===== src/rtl/stim_pkg.sv =====
// Shared types and layout helpers for the stimulus replay player.
// Field positions derive from DATA_W/HOLD_W so the table and the player agree on the entry layout.
package stim_pkg;

    typedef enum logic [1:0] {
        ST_IDLE = 2'd0,
        ST_RUN  = 2'd1,
        ST_DONE = 2'd2
    } state_e;

    function automatic int addr_w(input int depth);
        return (depth > 2) ? $clog2(depth) : 1;
    endfunction

    function automatic int entry_w(input int data_w, input int hold_w);
        return 1 + hold_w + data_w;
    endfunction

    function automatic int hold_lsb(input int data_w);
        return data_w;
    endfunction

    function automatic int obs_bit(input int data_w, input int hold_w);
        return data_w + hold_w;
    endfunction

endpackage


===== src/rtl/stim_replay_if.sv =====
// Valid/ready stimulus bus between the replay player (master) and the DUT input pins (slave).
interface stim_replay_if #(
    parameter int DATA_W = 8,
    parameter int ADDR_W = 4
);
    logic              stim_valid;
    logic              stim_ready;
    logic [DATA_W-1:0] stim_data;
    logic              stim_obs;
    logic [ADDR_W-1:0] stim_pc;

    modport master (output stim_valid, stim_data, stim_obs, stim_pc, input stim_ready);
    modport slave  (input stim_valid, stim_data, stim_obs, stim_pc, output stim_ready);
endinterface


===== src/rtl/stim_table.sv =====
// DEPTH x ENTRY_W entry store: synchronous write, asynchronous read, contents never reset.
// Writes beyond DEPTH-1 (non power-of-two depths) are dropped.
module stim_table import stim_pkg::*; #(
    parameter int DEPTH   = 16,
    parameter int ENTRY_W = 13,
    parameter int ADDR_W  = 4
) (
    input  logic               clk,
    input  logic               wr_en,
    input  logic [ADDR_W-1:0]  wr_addr,
    input  logic [ENTRY_W-1:0] wr_data,
    input  logic [ADDR_W-1:0]  rd_addr,
    output logic [ENTRY_W-1:0] rd_data
);

    logic [ENTRY_W-1:0] r_mem [DEPTH];

    always_ff @(posedge clk) begin
        if (wr_en && (int'(wr_addr) < DEPTH)) begin
            r_mem[wr_addr] <= wr_data;
        end
    end

    assign rd_data = r_mem[rd_addr];

endmodule


===== src/rtl/stim_replay.sv =====
// Replays table entries {obs, hold, data} onto a valid/ready bus, each entry for hold+1 transfers.
// Optional wrap-around replay and loop counter when STIM_LOOP_EN is defined.
module stim_replay import stim_pkg::*; #(
    parameter int DATA_W = 8,
    parameter int DEPTH  = 16,
    parameter int HOLD_W = 4,
    localparam int ADDR_W  = addr_w(DEPTH),
    localparam int ENTRY_W = entry_w(DATA_W, HOLD_W)
) (
    input  logic               clk,
    input  logic               rst,
    input  logic               wr_en,
    input  logic [ADDR_W-1:0]  wr_addr,
    input  logic [ENTRY_W-1:0] wr_data,
    input  logic [ADDR_W-1:0]  last_addr,
    input  logic               start,
    input  logic               abort,
    input  logic               loop_en,
    stim_replay_if.master      stim,
    output logic               busy,
    output logic               done
`ifdef STIM_LOOP_EN
    ,
    output logic [7:0]         loop_cnt
`endif
);

    localparam int HOLD_LSB = hold_lsb(DATA_W);
    localparam int OBS_BIT  = obs_bit(DATA_W, HOLD_W);

    state_e              r_state, w_state;
    logic [ADDR_W-1:0]   r_pc, w_pc, r_last, w_last;
    logic [HOLD_W-1:0]   r_hold, w_hold;
    logic [DATA_W-1:0]   r_data, w_data;
    logic                r_valid, w_valid, r_obs, w_obs, r_done, w_done, r_busy;
    logic                w_xfer, w_wrap, w_load;
    logic [ADDR_W-1:0]   w_nxt_pc, w_rd_addr, w_last_clamped;
    logic [ENTRY_W-1:0]  w_rd_data;
`ifdef STIM_LOOP_EN
    logic [7:0]          r_loop_cnt;
    logic                w_clr_loop, w_inc_loop;
    assign w_wrap = loop_en;
`else
    assign w_wrap = loop_en & 1'b0;
`endif

    stim_table #(.DEPTH(DEPTH), .ENTRY_W(ENTRY_W), .ADDR_W(ADDR_W)) u_table (
        .clk     (clk),
        .wr_en   (wr_en),
        .wr_addr (wr_addr),
        .wr_data (wr_data),
        .rd_addr (w_rd_addr),
        .rd_data (w_rd_data)
    );

    assign w_last_clamped = (int'(last_addr) >= DEPTH) ? ADDR_W'(DEPTH - 1) : last_addr;
    assign w_xfer         = r_valid & stim.stim_ready;
    assign w_nxt_pc       = (r_pc == r_last) ? '0 : r_pc + 1'b1;
    // Outside RUN the only possible load is entry 0 on start.
    assign w_rd_addr      = (r_state == ST_RUN) ? w_nxt_pc : '0;

    always_comb begin
        w_state = r_state;
        w_pc    = r_pc;
        w_last  = r_last;
        w_hold  = r_hold;
        w_data  = r_data;
        w_obs   = r_obs;
        w_valid = r_valid;
        w_done  = r_done;
        w_load  = 1'b0;
`ifdef STIM_LOOP_EN
        w_clr_loop = 1'b0;
        w_inc_loop = 1'b0;
`endif
        if (abort) begin
            w_state = ST_IDLE;
            w_valid = 1'b0;
            w_done  = 1'b0;
        end else begin
            case (r_state)
                ST_IDLE, ST_DONE: begin
                    if (start) begin
                        w_state = ST_RUN;
                        w_load  = 1'b1;
                        w_last  = w_last_clamped;
                        w_done  = 1'b0;
`ifdef STIM_LOOP_EN
                        w_clr_loop = 1'b1;
`endif
                    end
                end
                ST_RUN: begin
                    if (w_xfer) begin
                        if (r_hold != '0) begin
                            w_hold = r_hold - 1'b1;
                        end else if ((r_pc != r_last) || w_wrap) begin
                            w_load = 1'b1;
`ifdef STIM_LOOP_EN
                            w_inc_loop = (r_pc == r_last);
`endif
                        end else begin
                            w_state = ST_DONE;
                            w_valid = 1'b0;
                            w_done  = 1'b1;
                        end
                    end
                end
                default: w_state = ST_IDLE;
            endcase
        end
        if (w_load) begin
            w_pc    = w_rd_addr;
            w_hold  = w_rd_data[HOLD_LSB +: HOLD_W];
            w_data  = w_rd_data[DATA_W-1:0];
            w_obs   = w_rd_data[OBS_BIT];
            w_valid = 1'b1;
        end
    end

    always_ff @(posedge clk) begin
        if (rst) begin
            r_state <= ST_IDLE;
            r_pc    <= '0;
            r_last  <= '0;
            r_hold  <= '0;
            r_data  <= '0;
            r_obs   <= 1'b0;
            r_valid <= 1'b0;
            r_done  <= 1'b0;
            r_busy  <= 1'b0;
        end else begin
            r_state <= w_state;
            r_pc    <= w_pc;
            r_last  <= w_last;
            r_hold  <= w_hold;
            r_data  <= w_data;
            r_obs   <= w_obs;
            r_valid <= w_valid;
            r_done  <= w_done;
            r_busy  <= (w_state == ST_RUN);
        end
    end

`ifdef STIM_LOOP_EN
    always_ff @(posedge clk) begin
        if (rst || (!abort && w_clr_loop)) begin
            r_loop_cnt <= '0;
        end else if (!abort && w_inc_loop && (r_loop_cnt != 8'hFF)) begin
            r_loop_cnt <= r_loop_cnt + 8'd1;
        end
    end
    assign loop_cnt = r_loop_cnt;
`endif

    assign stim.stim_valid = r_valid;
    assign stim.stim_data  = r_data;
    assign stim.stim_obs   = r_obs;
    assign stim.stim_pc    = r_pc;
    assign busy            = r_busy;
    assign done            = r_done;

endmodule


===== src/flat_wrapper.sv =====
// flat-port wrapper written by rule: the top's interface ports become plain ports
module stim_replay_flat import stim_pkg::*;
#(
    parameter int DATA_W = 8,
    parameter int DEPTH  = 16,
    parameter int HOLD_W = 4,
    localparam int ADDR_W  = addr_w(DEPTH),
    localparam int ENTRY_W = entry_w(DATA_W, HOLD_W)
)
  (clk, rst, wr_en, wr_addr, wr_data, last_addr, start, abort, loop_en, busy, done, stim_stim_valid, stim_stim_data, stim_stim_obs, stim_stim_pc, stim_stim_ready);
  stim_replay_if #(.DATA_W(DATA_W), .ADDR_W(4)) stim_i ();
  input  logic clk;
  input  logic rst;
  input  logic wr_en;
  input  logic [ADDR_W-1:0] wr_addr;
  input  logic [ENTRY_W-1:0] wr_data;
  input  logic [ADDR_W-1:0] last_addr;
  input  logic start;
  input  logic abort;
  input  logic loop_en;
  output logic busy;
  output logic done;
  output wire logic [$bits(stim_i.stim_valid)-1:0] stim_stim_valid;
  output wire logic [$bits(stim_i.stim_data)-1:0] stim_stim_data;
  output wire logic [$bits(stim_i.stim_obs)-1:0] stim_stim_obs;
  output wire logic [$bits(stim_i.stim_pc)-1:0] stim_stim_pc;
  input wire logic [$bits(stim_i.stim_ready)-1:0] stim_stim_ready;
  assign stim_stim_valid = stim_i.stim_valid;
  assign stim_stim_data = stim_i.stim_data;
  assign stim_stim_obs = stim_i.stim_obs;
  assign stim_stim_pc = stim_i.stim_pc;
  assign stim_i.stim_ready = stim_stim_ready;
  stim_replay #(.DATA_W(DATA_W), .DEPTH(DEPTH), .HOLD_W(HOLD_W)) u_core (.clk(clk), .rst(rst), .wr_en(wr_en), .wr_addr(wr_addr), .wr_data(wr_data), .last_addr(last_addr), .start(start), .abort(abort), .loop_en(loop_en), .stim(stim_i), .busy(busy), .done(done));
endmodule

===== config.mk =====
export PLATFORM = sky130hd
export DESIGN_NAME = stim_replay_flat
export DESIGN_NICKNAME = d
export VERILOG_FILES = /design/src/rtl/stim_pkg.sv /design/src/rtl/stim_replay_if.sv /design/src/rtl/stim_table.sv /design/src/rtl/stim_replay.sv /design/src/flat_wrapper.sv
export SDC_FILE = /design/constraint.sdc
export NUM_CORES = 1
export LEC_CHECK = 0
export ABC_AREA = 1
export BUFFER_PORTS_ARGS = -buffer_cell sky130_fd_sc_hd__buf_4
export CAP_MARGIN = 20
export CORE_ASPECT_RATIO = 1.5
export CORE_MARGIN = 8
export CORE_UTILIZATION = 25
export DETAILED_ROUTE_END_ITERATION = 8
export PLACE_DENSITY = 0.38
export SLEW_MARGIN = 20
export SYNTH_ARGS = -nofsm -noshare
export SYNTH_HDL_FRONTEND = slang
export SYNTH_SLANG_ARGS = --single-unit

===== constraint.sdc =====
create_clock -name clk -period 2.2 [get_ports clk]
set_input_delay 0.11 -clock clk [delete_from_list [all_inputs] [get_ports clk]]
set_output_delay 0.11 -clock clk [all_outputs]
set_load 0.02 [all_outputs]

==> flow_metrics.env <==
export IMPL_synth_edff_count=208
export IMPL_fmax_mhz=490
export IMPL_hp_class="primary input to register"
export IMPL_die_y_um=260
export IMPL_powerDensity_mw_per_mm2=817
export IMPL_drt_antenna_violating_nets=0
export IMPL_die_area_mm2=0.0465
export IMPL_cts_root_buf="clkbuf_16"
export IMPL_drc_errors=0
export IMPL_tightest_slew_ns=0.346
export IMPL_syn_nets=920
export IMPL_min_delay_start="stim_stim_ready"
export IMPL_port_buffers=42
export IMPL_synth_seq_cells=234
export IMPL_grt_max_degree=53
export IMPL_crit_path_start_kind="register"
export IMPL_p_sw_mw=2.24
export IMPL_combPwrFrac_pct=7.4
export IMPL_worstSetupEndpointType="register"
export IMPL_ys_seq_area_share_pct=68.1
export IMPL_htreeDepth=1
export IMPL_die_w_um=179
export IMPL_switching_share_pct=22.7
export IMPL_gp_congestion=0.714
export IMPL_crit_arrival_ns=2.51
export IMPL_path_clk_slew_ns=0.07
export IMPL_firstDrtPassIters=4
export IMPL_hpwl_um=16900
export IMPL_fin_cells=1499
export IMPL_leakage_nw=4.67
export IMPL_viasPerCell=4.27
export IMPL_layout_common_cells="edfxtp_1 (208), nand2_1 (160), inv_1 (115)"
export IMPL_first_global_vias=6225
export IMPL_grt_use_total_pct=11.9
export IMPL_holdPathStages=5
export IMPL_grt_pass1_wl_um=40600
export IMPL_syn2layout_area_growth_pct=21.3
export IMPL_drt_wl_total_um=27900
export IMPL_wl_per_cell_um=18.6
export IMPL_synthCells=889
export IMPL_cp_data_required_time_ns=2.67
export IMPL_drive_above_1_share_pct=14.5
export IMPL_pwr_share_clk_pct=42.0
export IMPL_rows=89
export IMPL_ios=44
export IMPL_synthArstFlopShare_pct=0
export IMPL_final_setup_viol_count=0
export IMPL_critical_path_startpoint="u_core.stim.stim_pc[0]$_SDFFE_PP0N_"
export IMPL_grt_overflow_total=0
export IMPL_syn_area_mm2=0.00994
export IMPL_grt_antenna_before_repair=0
export IMPL_cts_setup_buffers=0
export IMPL_ir_worst_vdd_v=0.000473
export IMPL_antenna_cells=0
export IMPL_reg2reg_to="u_core.r_state[1]$_SDFF_PP0_"
export IMPL_cts_tree="done"
export IMPL_routed_via_count=6398
export IMPL_criticalPathCategory="register to register"
export IMPL_cts_buffers=24
export IMPL_fillers=4026
export IMPL_mostFrequentLayoutCell="edfxtp_1"
export IMPL_reg2reg_slack_ns=0.16
export IMPL_r2r_start="u_core.stim.stim_pc[0]$_SDFFE_PP0N_"
export IMPL_rsz0062_at_grt="false"
export IMPL_finalSetupTns_ns=0
export IMPL_power_frac_seq_pct=50.6
export IMPL_synth_main_ff_cell="edfxtp_1"
export IMPL_cts_sinks=234
export IMPL_rr_worst_depth=9
export IMPL_layout_min_cycle_time_ns=2.04
export IMPL_finalCritPeriodShare_pct=92.7
export IMPL_slew_headroom_pct=76.8
export IMPL_crit_fanout=7
export IMPL_ys_warn_count=0
export IMPL_p_int_mw=7.62
export IMPL_status="completed"
export IMPL_maxSlewViolCount=0
export IMPL_placed_cells=1433
export IMPL_final_nets=1012
export IMPL_synth_cell_types=34
export IMPL_drtIter0Drc=353
export IMPL_clkLatencyLatePin_ns=0.52
export IMPL_max_cap_violations=0
export IMPL_fin_worst_skew_ns=0.00664
export IMPL_start_util_pct=25.3
export IMPL_coreArea_mm2=0.0393
export IMPL_finalHoldViolations=0
export IMPL_cts_buffer_depth=3
export IMPL_postSynthAreaPerCell_um2=11.2
export IMPL_whs_endpoint="u_core.done$_SDFFE_PP0P_"
==> flip-flops by register name, indices dropped and copies added (netlist names) <==
| register | flops |
|---|---|
| u_core.u_table.r_mem | 208 |
| u_core.r_state | 2 |
| u_core.r_hold | 4 |
| u_core.stim.stim_data | 8 |
| u_core.r_last | 4 |
| u_core.done | 1 |
| u_core.stim.stim_obs | 1 |
| u_core.busy | 1 |
| u_core.stim.stim_valid | 1 |
| u_core.stim.stim_pc | 4 |
==> stage by stage <==
stage,setup WS (ns),hold WS [ns],instance area [um^2],utilization (%),power (mW)
global route,0.0117,0.0769,12100,30.7,10.2
global placement,0.150,0.386,11000,28.0,5.79
finish,0.160,0.0716,12100,30.7,9.85
CTS,0.139,0.0373,12000,30.6,10.0
floorplan,0.406,0.209,9940,-,5.48
detailed placement,0.164,0.397,11000,28.0,5.79
==> cell usage after synthesis, types with 2 or more instances <==
library cell	number	area [um^2]
nor2_4	2	22.5
o31ai_1	2	15.0
inv_1	115	432
inv_2	6	22.5
buf_6	12	135
buf_2	13	65.1
nand3_1	79	395
a211oi_1	2	15.0
nand2_4	2	22.5
dfxtp_1	26	521
nor2_1	101	379
o211ai_1	61	458
nor2_2	4	25.0
buf_1	2	7.51
nand2_1	160	601
clkbuf_1	5	18.8
nand2_2	3	18.8
nand4_1	2	12.5
buf_4	7	52.6
nor3_1	3	15.0
a21oi_1	23	115
edfxtp_1	208	6250
xnor2_1	2	17.5
ha_1	3	37.5
o21ai_0	25	125
nand3b_1	9	67.6
o21ai_1	5	25.0
==> kinds of logic (layout without fill, tap and decap cells) <==
family	after synthesis	count (layout)	synth area share [%]
buf+inv	161	271	7.58
compound gates	121	121	7.80
fa+ha+maj	3	3	0.378
flops	234	234	68.1
simple gates	367	367	15.9
xor+xnor	3	3	0.264
==> worst max-delay path, cell delays in order (launching register included) <==
cell and delay (ns):
dfxtp_1 0.38, inv_1 0.09, nand2_1 0.06, nand2_1 0.06
nor2_2 0.13, nand2_4 0.13, nor3_1 0.27, nand2_1 0.15
a21oi_1 0.16, dlygate4sd3_1 0.55
==> metal layers <==
metal,wire length [um],GRT usage (%),vias to the layer above
met5,0,0,-
met4,627,3.91,0
met3,1000,1.52,30
met2,14200,21.0,106
met1,12100,14.6,3036
li1,-,-,3226
==> area by class of cell <==
class                           instances  area [um^2]  area share [%]
Clock inverter                         18          168            1.39
Multi-Input combinational cell        494         2440            20.2
Timing Repair Buffer                  106          978            8.11
Inverter                              121          454            3.77
Clock buffer                           26          629            5.22
Sequential cell                       234         6770            56.1
Tap cell                              500          626            5.19
==> what timing repair did <==
| action | 4_1_cts | 5_1_grt |
|---|---|---|
| hold buffers | 21 | 0 |
| resized for setup | 0 | 3 |
| hold endpoints to repair | 220 | 0 |
| endpoints found under the setup margin | 0 | 2 |
==> how the worst max path moves through the flow <==
stage | to | cells after the start | slack (ns)
2_1_floorplan | u_core.stim.stim_data[2]$_SDFFE_PP0N_ | 13 | 0.41
3_3_place_gp | u_core.stim.stim_data[4]$_SDFFE_PP0N_ | 13 | 0.15
3_5_place_dp | u_core.stim.stim_data[4]$_SDFFE_PP0N_ | 13 | 0.16
4_1_cts | u_core.stim.stim_data[4]$_SDFFE_PP0N_ | 13 | 0.14
5_1_grt | u_core.r_hold[3]$_SDFFE_PP0P_ | 12 | 0.01
6_report | u_core.r_state[1]$_SDFF_PP0_ | 9 | 0.16
==> power groups by stage <==
| stage | sequential (mW) | combinational (mW) | clock, mW |
|---|---|---|---|
| 3_5_place_dp | 5.08 | 0.707 | 0 |
| 6_report | 4.98 | 0.728 | 4.14 |
| 2_1_floorplan | 5.09 | 0.388 | 0 |
| 4_1_cts | 4.98 | 0.739 | 4.29 |
| 5_1_grt | 4.99 | 0.812 | 4.44 |
| 3_3_place_gp | 5.08 | 0.705 | 0 |
(Power assumes the default switching activity.)
